[config.mk]
export PLATFORM = sky130hd
export DESIGN_NAME = hazard_ctrl_flat
export DESIGN_NICKNAME = d
export VERILOG_FILES = /design/src/rtl/hazard_ctrl_if.sv /design/src/rtl/hazard_ctrl.sv /design/src/flat_wrapper.sv
export SDC_FILE = /design/constraint.sdc
export NUM_CORES = 1
export LEC_CHECK = 0
export ABC_AREA = 1
export ABC_CLOCK_PERIOD_IN_PS = 3810
export CAP_MARGIN = 20
export CELL_PAD_IN_SITES_DETAIL_PLACEMENT = 1
export CELL_PAD_IN_SITES_GLOBAL_PLACEMENT = 1
export CORE_MARGIN = 2
export CORE_UTILIZATION = 41
export DETAILED_ROUTE_END_ITERATION = 7
export PLACE_DENSITY_LB_ADDON = 0.05
export SYNTH_ARGS = -nofsm -noshare
export SYNTH_HDL_FRONTEND = slang
export SYNTH_SLANG_ARGS = --single-unit
[constraint.sdc]
create_clock -name clk -period 3.81 [get_ports clk]
set_clock_uncertainty 0.2 [all_clocks]
set_input_delay 0.5715 -clock clk [delete_from_list [all_inputs] [get_ports clk]]
set_output_delay 0.5715 -clock clk [all_outputs]
set_load 0.005 [all_outputs]
[src/rtl/hazard_ctrl_if.sv]
// rtl/hazard_ctrl_if.sv - pipeline hazard controller signal bundle
//
// Purpose: groups the pipeline-facing inputs and the sequencing/perf outputs
//          of hazard_ctrl. The slave modport is the controller and the master
//          modport is the pipeline (or testbench) that drives it.
// Signals:
//   id_rs1/id_rs2, id_use_rs1/id_use_rs2 : source registers of the ID instruction
//   ex_rd, ex_MemRead, ex_br_taken      : EX instruction destination, load flag, taken branch
//   dmem_req, dmem_ready                : MEM stage access request and completion
//   perf_clr                            : synchronous clear of perf counters
//   pc_hold, if_id_hold, if_id_flush,
//   id_ex_flush, pipe_hold, mem_err     : sequencing controls
//   stall_cnt, flush_cnt                : saturating perf counters
interface hazard_ctrl_if #(
    parameter int CNT_W = 32
);
    logic [4:0]       id_rs1;
    logic [4:0]       id_rs2;
    logic             id_use_rs1;
    logic             id_use_rs2;
    logic [4:0]       ex_rd;
    logic             ex_MemRead;
    logic             ex_br_taken;
    logic             dmem_req;
    logic             dmem_ready;
    logic             perf_clr;
    logic             pc_hold;
    logic             if_id_hold;
    logic             if_id_flush;
    logic             id_ex_flush;
    logic             pipe_hold;
    logic             mem_err;
    logic [CNT_W-1:0] stall_cnt;
    logic [CNT_W-1:0] flush_cnt;

    modport master (
        output id_rs1, id_rs2, id_use_rs1, id_use_rs2, ex_rd, ex_MemRead,
               ex_br_taken, dmem_req, dmem_ready, perf_clr,
        input  pc_hold, if_id_hold, if_id_flush, id_ex_flush, pipe_hold,
               mem_err, stall_cnt, flush_cnt
    );

    modport slave (
        input  id_rs1, id_rs2, id_use_rs1, id_use_rs2, ex_rd, ex_MemRead,
               ex_br_taken, dmem_req, dmem_ready, perf_clr,
        output pc_hold, if_id_hold, if_id_flush, id_ex_flush, pipe_hold,
               mem_err, stall_cnt, flush_cnt
    );
endinterface

[src/rtl/hazard_ctrl.sv]
// rtl/hazard_ctrl.sv - 5-stage RV32I pipeline hazard / sequencing controller
//
// Purpose: detects load-use hazards, taken-branch redirects and data-memory
//          wait states; drives PC hold, IF/ID hold/flush, ID/EX bubble and
//          global pipeline hold; keeps saturating stall/flush perf counters.
// Ports:
//   clk   : clock, rising edge
//   rst_n : asynchronous active-low reset
//   bus   : hazard_ctrl_if.slave (pipeline inputs, control outputs, counters)
// Parameters:
//   LU_BUBBLES  : bubbles per load-use hazard (1..7)
//   MEM_TIMEOUT : max consecutive dmem wait cycles before mem_err (1..255)
//   CNT_W       : perf counter width
module hazard_ctrl #(
    parameter int LU_BUBBLES  = 1,
    parameter int MEM_TIMEOUT = 255,
    parameter int CNT_W       = 32
) (
    input  logic            clk,
    input  logic            rst_n,
    hazard_ctrl_if.slave    bus
);
    typedef enum logic [1:0] {RUN, LU_STALL, MEM_WAIT} state_t;

    localparam logic [2:0] LU_RELOAD = 3'(LU_BUBBLES - 1);
    localparam logic [7:0] TIMEOUT   = 8'(MEM_TIMEOUT);

    state_t           r_state;
    state_t           r_saved;
    logic [2:0]       r_lu_cnt;
    logic [7:0]       r_wait_cnt;
    logic [CNT_W-1:0] r_stall_cnt;
    logic [CNT_W-1:0] r_flush_cnt;

    logic             w_lu_hit;
    logic             w_wait;
    logic             w_timeout;
    logic             w_release;
    state_t           w_base;
    state_t           w_nxt_state;
    state_t           w_nxt_saved;
    logic [2:0]       w_nxt_lu;
    logic [7:0]       w_nxt_wait;
    logic             w_pc_hold;
    logic             w_if_id_hold;
    logic             w_if_id_flush;
    logic             w_id_ex_flush;
    logic             w_pipe_hold;
    logic             w_mem_err;

    // x0 is hard-wired zero, so a load targeting it never creates a dependency
    assign w_lu_hit = bus.ex_MemRead && (bus.ex_rd != 5'd0) &&
                      ((bus.id_use_rs1 && (bus.ex_rd == bus.id_rs1)) ||
                       (bus.id_use_rs2 && (bus.ex_rd == bus.id_rs2)));
    assign w_wait    = bus.dmem_req && !bus.dmem_ready;
    assign w_timeout = (r_state == MEM_WAIT) && !bus.dmem_ready && (r_wait_cnt == TIMEOUT);
    assign w_release = (r_state == MEM_WAIT) && (bus.dmem_ready || w_timeout);
    // While waiting, the state that would be in effect without the wait
    assign w_base    = (r_state == MEM_WAIT) ? r_saved : r_state;

    always_comb begin
        w_pc_hold     = 1'b0;
        w_if_id_hold  = 1'b0;
        w_if_id_flush = 1'b0;
        w_id_ex_flush = 1'b0;
        w_pipe_hold   = 1'b0;
        w_mem_err     = 1'b0;
        w_nxt_state   = r_state;
        w_nxt_saved   = r_saved;
        w_nxt_lu      = r_lu_cnt;
        w_nxt_wait    = r_wait_cnt;
        if ((r_state == MEM_WAIT) && !w_release) begin
            w_pipe_hold  = 1'b1;
            w_pc_hold    = 1'b1;
            w_if_id_hold = 1'b1;
            w_nxt_wait   = r_wait_cnt + 8'd1;
        end else begin
            // On a release cycle the wait is treated as gone (timeout abandons it)
            w_mem_err = w_timeout;
            if ((r_state != MEM_WAIT) && w_wait) begin
                w_pipe_hold  = 1'b1;
                w_pc_hold    = 1'b1;
                w_if_id_hold = 1'b1;
                w_nxt_state  = MEM_WAIT;
                w_nxt_saved  = w_base;
                w_nxt_wait   = 8'd1;
            end else if (w_base == LU_STALL) begin
                w_pc_hold     = 1'b1;
                w_if_id_hold  = 1'b1;
                w_id_ex_flush = 1'b1;
                if (r_lu_cnt <= 3'd1) begin
                    w_nxt_state = RUN;
                end else begin
                    w_nxt_state = LU_STALL;
                    w_nxt_lu    = r_lu_cnt - 3'd1;
                end
            end else if (bus.ex_br_taken) begin
                // Wrong-path load-use hits are discarded with the flush
                w_if_id_flush = 1'b1;
                w_id_ex_flush = 1'b1;
                w_nxt_state   = RUN;
            end else if (w_lu_hit) begin
                w_pc_hold     = 1'b1;
                w_if_id_hold  = 1'b1;
                w_id_ex_flush = 1'b1;
                w_nxt_state   = (LU_BUBBLES > 1) ? LU_STALL : RUN;
                w_nxt_lu      = LU_RELOAD;
            end else begin
                w_nxt_state = RUN;
            end
        end
    end

    always_ff @(posedge clk or negedge rst_n) begin
        if (!rst_n) begin
            r_state     <= RUN;
            r_saved     <= RUN;
            r_lu_cnt    <= 3'd0;
            r_wait_cnt  <= 8'd0;
            r_stall_cnt <= '0;
            r_flush_cnt <= '0;
        end else begin
            r_state    <= w_nxt_state;
            r_saved    <= w_nxt_saved;
            r_lu_cnt   <= w_nxt_lu;
            r_wait_cnt <= w_nxt_wait;
            if (bus.perf_clr) begin
                r_stall_cnt <= '0;
                r_flush_cnt <= '0;
            end else begin
                // A stall with a taken branch is the redirect, not lost work
                if (w_pc_hold && !bus.ex_br_taken && (r_stall_cnt != '1))
                    r_stall_cnt <= r_stall_cnt + 1'b1;
                if (w_if_id_flush && (r_flush_cnt != '1))
                    r_flush_cnt <= r_flush_cnt + 1'b1;
            end
        end
    end

    // Outputs are forced low while reset is asserted, whatever the inputs do
    assign bus.pc_hold     = rst_n & w_pc_hold;
    assign bus.if_id_hold  = rst_n & w_if_id_hold;
    assign bus.if_id_flush = rst_n & w_if_id_flush;
    assign bus.id_ex_flush = rst_n & w_id_ex_flush;
    assign bus.pipe_hold   = rst_n & w_pipe_hold;
    assign bus.mem_err     = rst_n & w_mem_err;
    assign bus.stall_cnt   = r_stall_cnt;
    assign bus.flush_cnt   = r_flush_cnt;
endmodule

[src/flat_wrapper.sv]
// flat-port wrapper written by rule: the top's interface ports become plain ports
module hazard_ctrl_flat 
#(
    parameter int LU_BUBBLES  = 1,
    parameter int MEM_TIMEOUT = 255,
    parameter int CNT_W       = 32
)
  (clk, rst_n, bus_id_rs1, bus_id_rs2, bus_id_use_rs1, bus_id_use_rs2, bus_ex_rd, bus_ex_MemRead, bus_ex_br_taken, bus_dmem_req, bus_dmem_ready, bus_perf_clr, bus_pc_hold, bus_if_id_hold, bus_if_id_flush, bus_id_ex_flush, bus_pipe_hold, bus_mem_err, bus_stall_cnt, bus_flush_cnt);
  hazard_ctrl_if #(.CNT_W(CNT_W)) bus_i ();
  input  logic clk;
  input  logic rst_n;
  input wire logic [$bits(bus_i.id_rs1)-1:0] bus_id_rs1;
  input wire logic [$bits(bus_i.id_rs2)-1:0] bus_id_rs2;
  input wire logic [$bits(bus_i.id_use_rs1)-1:0] bus_id_use_rs1;
  input wire logic [$bits(bus_i.id_use_rs2)-1:0] bus_id_use_rs2;
  input wire logic [$bits(bus_i.ex_rd)-1:0] bus_ex_rd;
  input wire logic [$bits(bus_i.ex_MemRead)-1:0] bus_ex_MemRead;
  input wire logic [$bits(bus_i.ex_br_taken)-1:0] bus_ex_br_taken;
  input wire logic [$bits(bus_i.dmem_req)-1:0] bus_dmem_req;
  input wire logic [$bits(bus_i.dmem_ready)-1:0] bus_dmem_ready;
  input wire logic [$bits(bus_i.perf_clr)-1:0] bus_perf_clr;
  output wire logic [$bits(bus_i.pc_hold)-1:0] bus_pc_hold;
  output wire logic [$bits(bus_i.if_id_hold)-1:0] bus_if_id_hold;
  output wire logic [$bits(bus_i.if_id_flush)-1:0] bus_if_id_flush;
  output wire logic [$bits(bus_i.id_ex_flush)-1:0] bus_id_ex_flush;
  output wire logic [$bits(bus_i.pipe_hold)-1:0] bus_pipe_hold;
  output wire logic [$bits(bus_i.mem_err)-1:0] bus_mem_err;
  output wire logic [$bits(bus_i.stall_cnt)-1:0] bus_stall_cnt;
  output wire logic [$bits(bus_i.flush_cnt)-1:0] bus_flush_cnt;
  assign bus_i.id_rs1 = bus_id_rs1;
  assign bus_i.id_rs2 = bus_id_rs2;
  assign bus_i.id_use_rs1 = bus_id_use_rs1;
  assign bus_i.id_use_rs2 = bus_id_use_rs2;
  assign bus_i.ex_rd = bus_ex_rd;
  assign bus_i.ex_MemRead = bus_ex_MemRead;
  assign bus_i.ex_br_taken = bus_ex_br_taken;
  assign bus_i.dmem_req = bus_dmem_req;
  assign bus_i.dmem_ready = bus_dmem_ready;
  assign bus_i.perf_clr = bus_perf_clr;
  assign bus_pc_hold = bus_i.pc_hold;
  assign bus_if_id_hold = bus_i.if_id_hold;
  assign bus_if_id_flush = bus_i.if_id_flush;
  assign bus_id_ex_flush = bus_i.id_ex_flush;
  assign bus_pipe_hold = bus_i.pipe_hold;
  assign bus_mem_err = bus_i.mem_err;
  assign bus_stall_cnt = bus_i.stall_cnt;
  assign bus_flush_cnt = bus_i.flush_cnt;
  hazard_ctrl #(.LU_BUBBLES(LU_BUBBLES), .MEM_TIMEOUT(MEM_TIMEOUT), .CNT_W(CNT_W)) u_core (.clk(clk), .rst_n(rst_n), .bus(bus_i));
endmodule
==> metrics <==
outcome=finished, final reports clean; Synth area leaders=dfrtp_1, nand2_1, inv_1; area share of the largest cell type after synthesis=35.0%; post-route core utilization=52.5%; critical-path cell list=clkdlybuf4s50_1, inv_1, nand2_1, nand2_1, nor2_1, nand3_1, nand2_1, nand3_1, nand3_4, nand2_1, inv_1, clkdlybuf4s50_1; unrepaired setup endpoints after global routing=no; Ant. Diodes=0; area of the multi-input gates=3100 um^2; Rows=42; Mapped Area=5650 um^2; clk root buf=clkbuf_16; Port Buffers=93; Worst EP required=3.04 ns; post-cts hold buffer count=0; initial core utilization=42.3%; Unique masters post-synth=40; critical path's largest stage delay=0.50 ns; Routed WL=18,700 um; CP startpoint=bus_ex_rd[3]; r2r endpoint=u_core.bus.stall_cnt[13]; Tot Pwr=2080 uW; GRT overflow=0; gp weighted congestion=0.956; antenna-violating nets left=0; CTS sink count=79; Synth Area per Inst=6.67 um^2; Synth top cells by count=nand2_1, inv_1, nor2_1; Layout Area Growth over Synthesis=24.1%; most common cell in the netlist=nand2_1; Seq/Total Area, Yosys=35.0%; Max Cap Viol=0; startpoint type of the worst setup path=primary input; WL per Instance=16.8 um; initial antenna violation count=0; Detail Placement HPWL=14,000 um; Worst-Margin Slew=0.677 ns; dominant cell type by area after synthesis=dfrtp_1; final setup vio count=0; setup_tns=0 ns; Synth warnings=0; drt first pass iters=4; clock buffer depth=2; peak supply drop=0.170 mV; Setup crit end kind=output port; max-slew violation count=0; TritonCTS clock tree=built; # Post-CTS Setup Buffers=0; layout cells sized above 1=6.19%; first-pass GRT wire length=31,500 um; R2R Path Start=u_core.bus.stall_cnt[0]; largest net degree at the start of global routing=49; Final Hold Vio Count=0; cells on worst reg2reg path=11; Die Width=121 um; EDFF count, synth=0; post-synthesis cell count=847; Final nets=961; post-cts resize count=0; Reg clk slew, reported paths=0.06 ns; HP Class=in -> async; remaining routing DRC violations=0; FF+latch area=1980 um^2; Worst-Skew Late Latency=0.35 ns; gr usage total=27.0%; vias in the first global route=6,428; fill cell count=1,781; non-filler cells, final=1,113; Slew headroom=54.5%; Post-Syn Nets=876; Final min period=3.27 ns; Leak=0.00326 uW; DIE AREA=14,700 um^2; Worst Path Max Fanout=3; DRT iter0 DRCs=238; Die Height=121 um; ys flop type=dfrtp_1; most frequent CP cell=nand2_1; total CTS buffers=9; area of the core=13,300 um^2; CP max-delay cell=clkdlybuf4s50_1; DR vias=5,886; Vias/cell=5.29; cell count after placement=1,097; Crit Path Category=in -> out; Top Ports=94; FFs w/ async S/R, synth=100%; Max Clk Rate=0.306 GHz; Synth Register Bits=79; reg-to-reg slack, setup=0.92 ns; Arrival @ worst endpoint=2.50 ns; # H-tree levels=3; crit share post-route=85.9%; PwrDens=297 nW/um^2
critical path: cells and delay by family:
kind / cells / cell delay (ns)
buffers and inverters: 4 / 1.17
and+or+nand+nor: 8 / 0.76
kinds of logic (layout without fill, tap and decap cells):
group                    Yosys count  in the layout  synth area share [%]
AND/OR/NAND/NOR                  547            547                  43.0
buffers and inverters            135            225                  10.2
flip-flops                        79             79                  35.0
XOR/XNOR                          42             42                  6.51
AO/OA/AOI/OAI                     39             39                  4.16
adder cells (fa/ha/maj)            5              5                  1.11
metal layers:
layer | wire (um) | global-route usage (%) | up-vias | share of wire (%)
met4 | 562 | 10.5 | 0 | 3.0
met5 | 0 | 0 | - | 0
li1 | - | - | 2857 | -
met3 | 403 | 3.34 | 35 | 2.2
met1 | 7660 | 30.0 | 2898 | 41
met2 | 10100 | 51.7 | 96 | 54
cells in the final DEF, fill, tap and decap left out, drive strengths merged:
cell type,synthesis,layout
xor2,30,30
buf,19,8
ha,5,5
nand2,282,282
or2,2,2
a21oi,7,7
nand3,79,79
bufinv,0,2
nor2,106,106
inv,107,108
nand4,40,40
clkinv,2,3
nand3b,1,1
nor3b,2,2
clkinvlp,0,1
clkdlybuf4s50,0,92
clkbuf,7,11
dfrtp,79,79
xnor2,12,12
o22ai,1,1
a22o,1,1
nor4,3,3
o21ai,26,26
nor3,32,32
o32ai,2,2
a21o,2,2
sequential cells by signal, indices dropped and copies added, names as in the netlist:
| signal | flops |
|---|---|
| u_core.bus.flush_cnt | 32 |
| u_core.bus.stall_cnt | 32 |
| u_core.r_lu_cnt | 3 |
| u_core.r_saved | 2 |
| u_core.r_state | 2 |
| u_core.r_wait_cnt | 8 |
report_power, final:
group / internal, uW / switching (uW) / total [uW]
sequential: 859 / 21.5 / 881
combinational: 76.7 / 155 / 231
clock: 592 / 374 / 966
stage by stage:
| stage | area [um^2] | hold WS (ns) | setup slack, ns |
|---|---|---|---|
| after floorplan | 5650 | 0.0759 | 1.39 |
| after global placement | 6690 | 0.258 | 0.591 |
| after detailed placement | 6690 | 0.271 | 0.525 |
| after CTS | 7010 | 0.0983 | 0.523 |
| after global routing | 7010 | 0.125 | 0.369 |
| final | 7010 | 0.0779 | 0.538 |
cell type report:
cell class / count / area share [%]
multi-input cells: 633 / 44.2
well taps: 176 / 3.14
repair buffers: 100 / 14.0
clock buffers: 11 / 3.46
inverters: 109 / 5.89
clock inverters: 5 / 1.16
flip-flops and latches: 79 / 28.2
how the worst max path moves through the flow:
stage / endpoint / slack [ns] / cells after the start
2_1_floorplan: bus_pc_hold / 1.39 / 12
3_3_place_gp: bus_pc_hold / 0.59 / 12
3_5_place_dp: bus_if_id_hold / 0.53 / 12
4_1_cts: bus_if_id_hold / 0.52 / 12
5_1_grt: bus_pc_hold / 0.37 / 12
6_report: bus_if_id_hold / 0.54 / 12
Power figures use the tool's default switching activity.
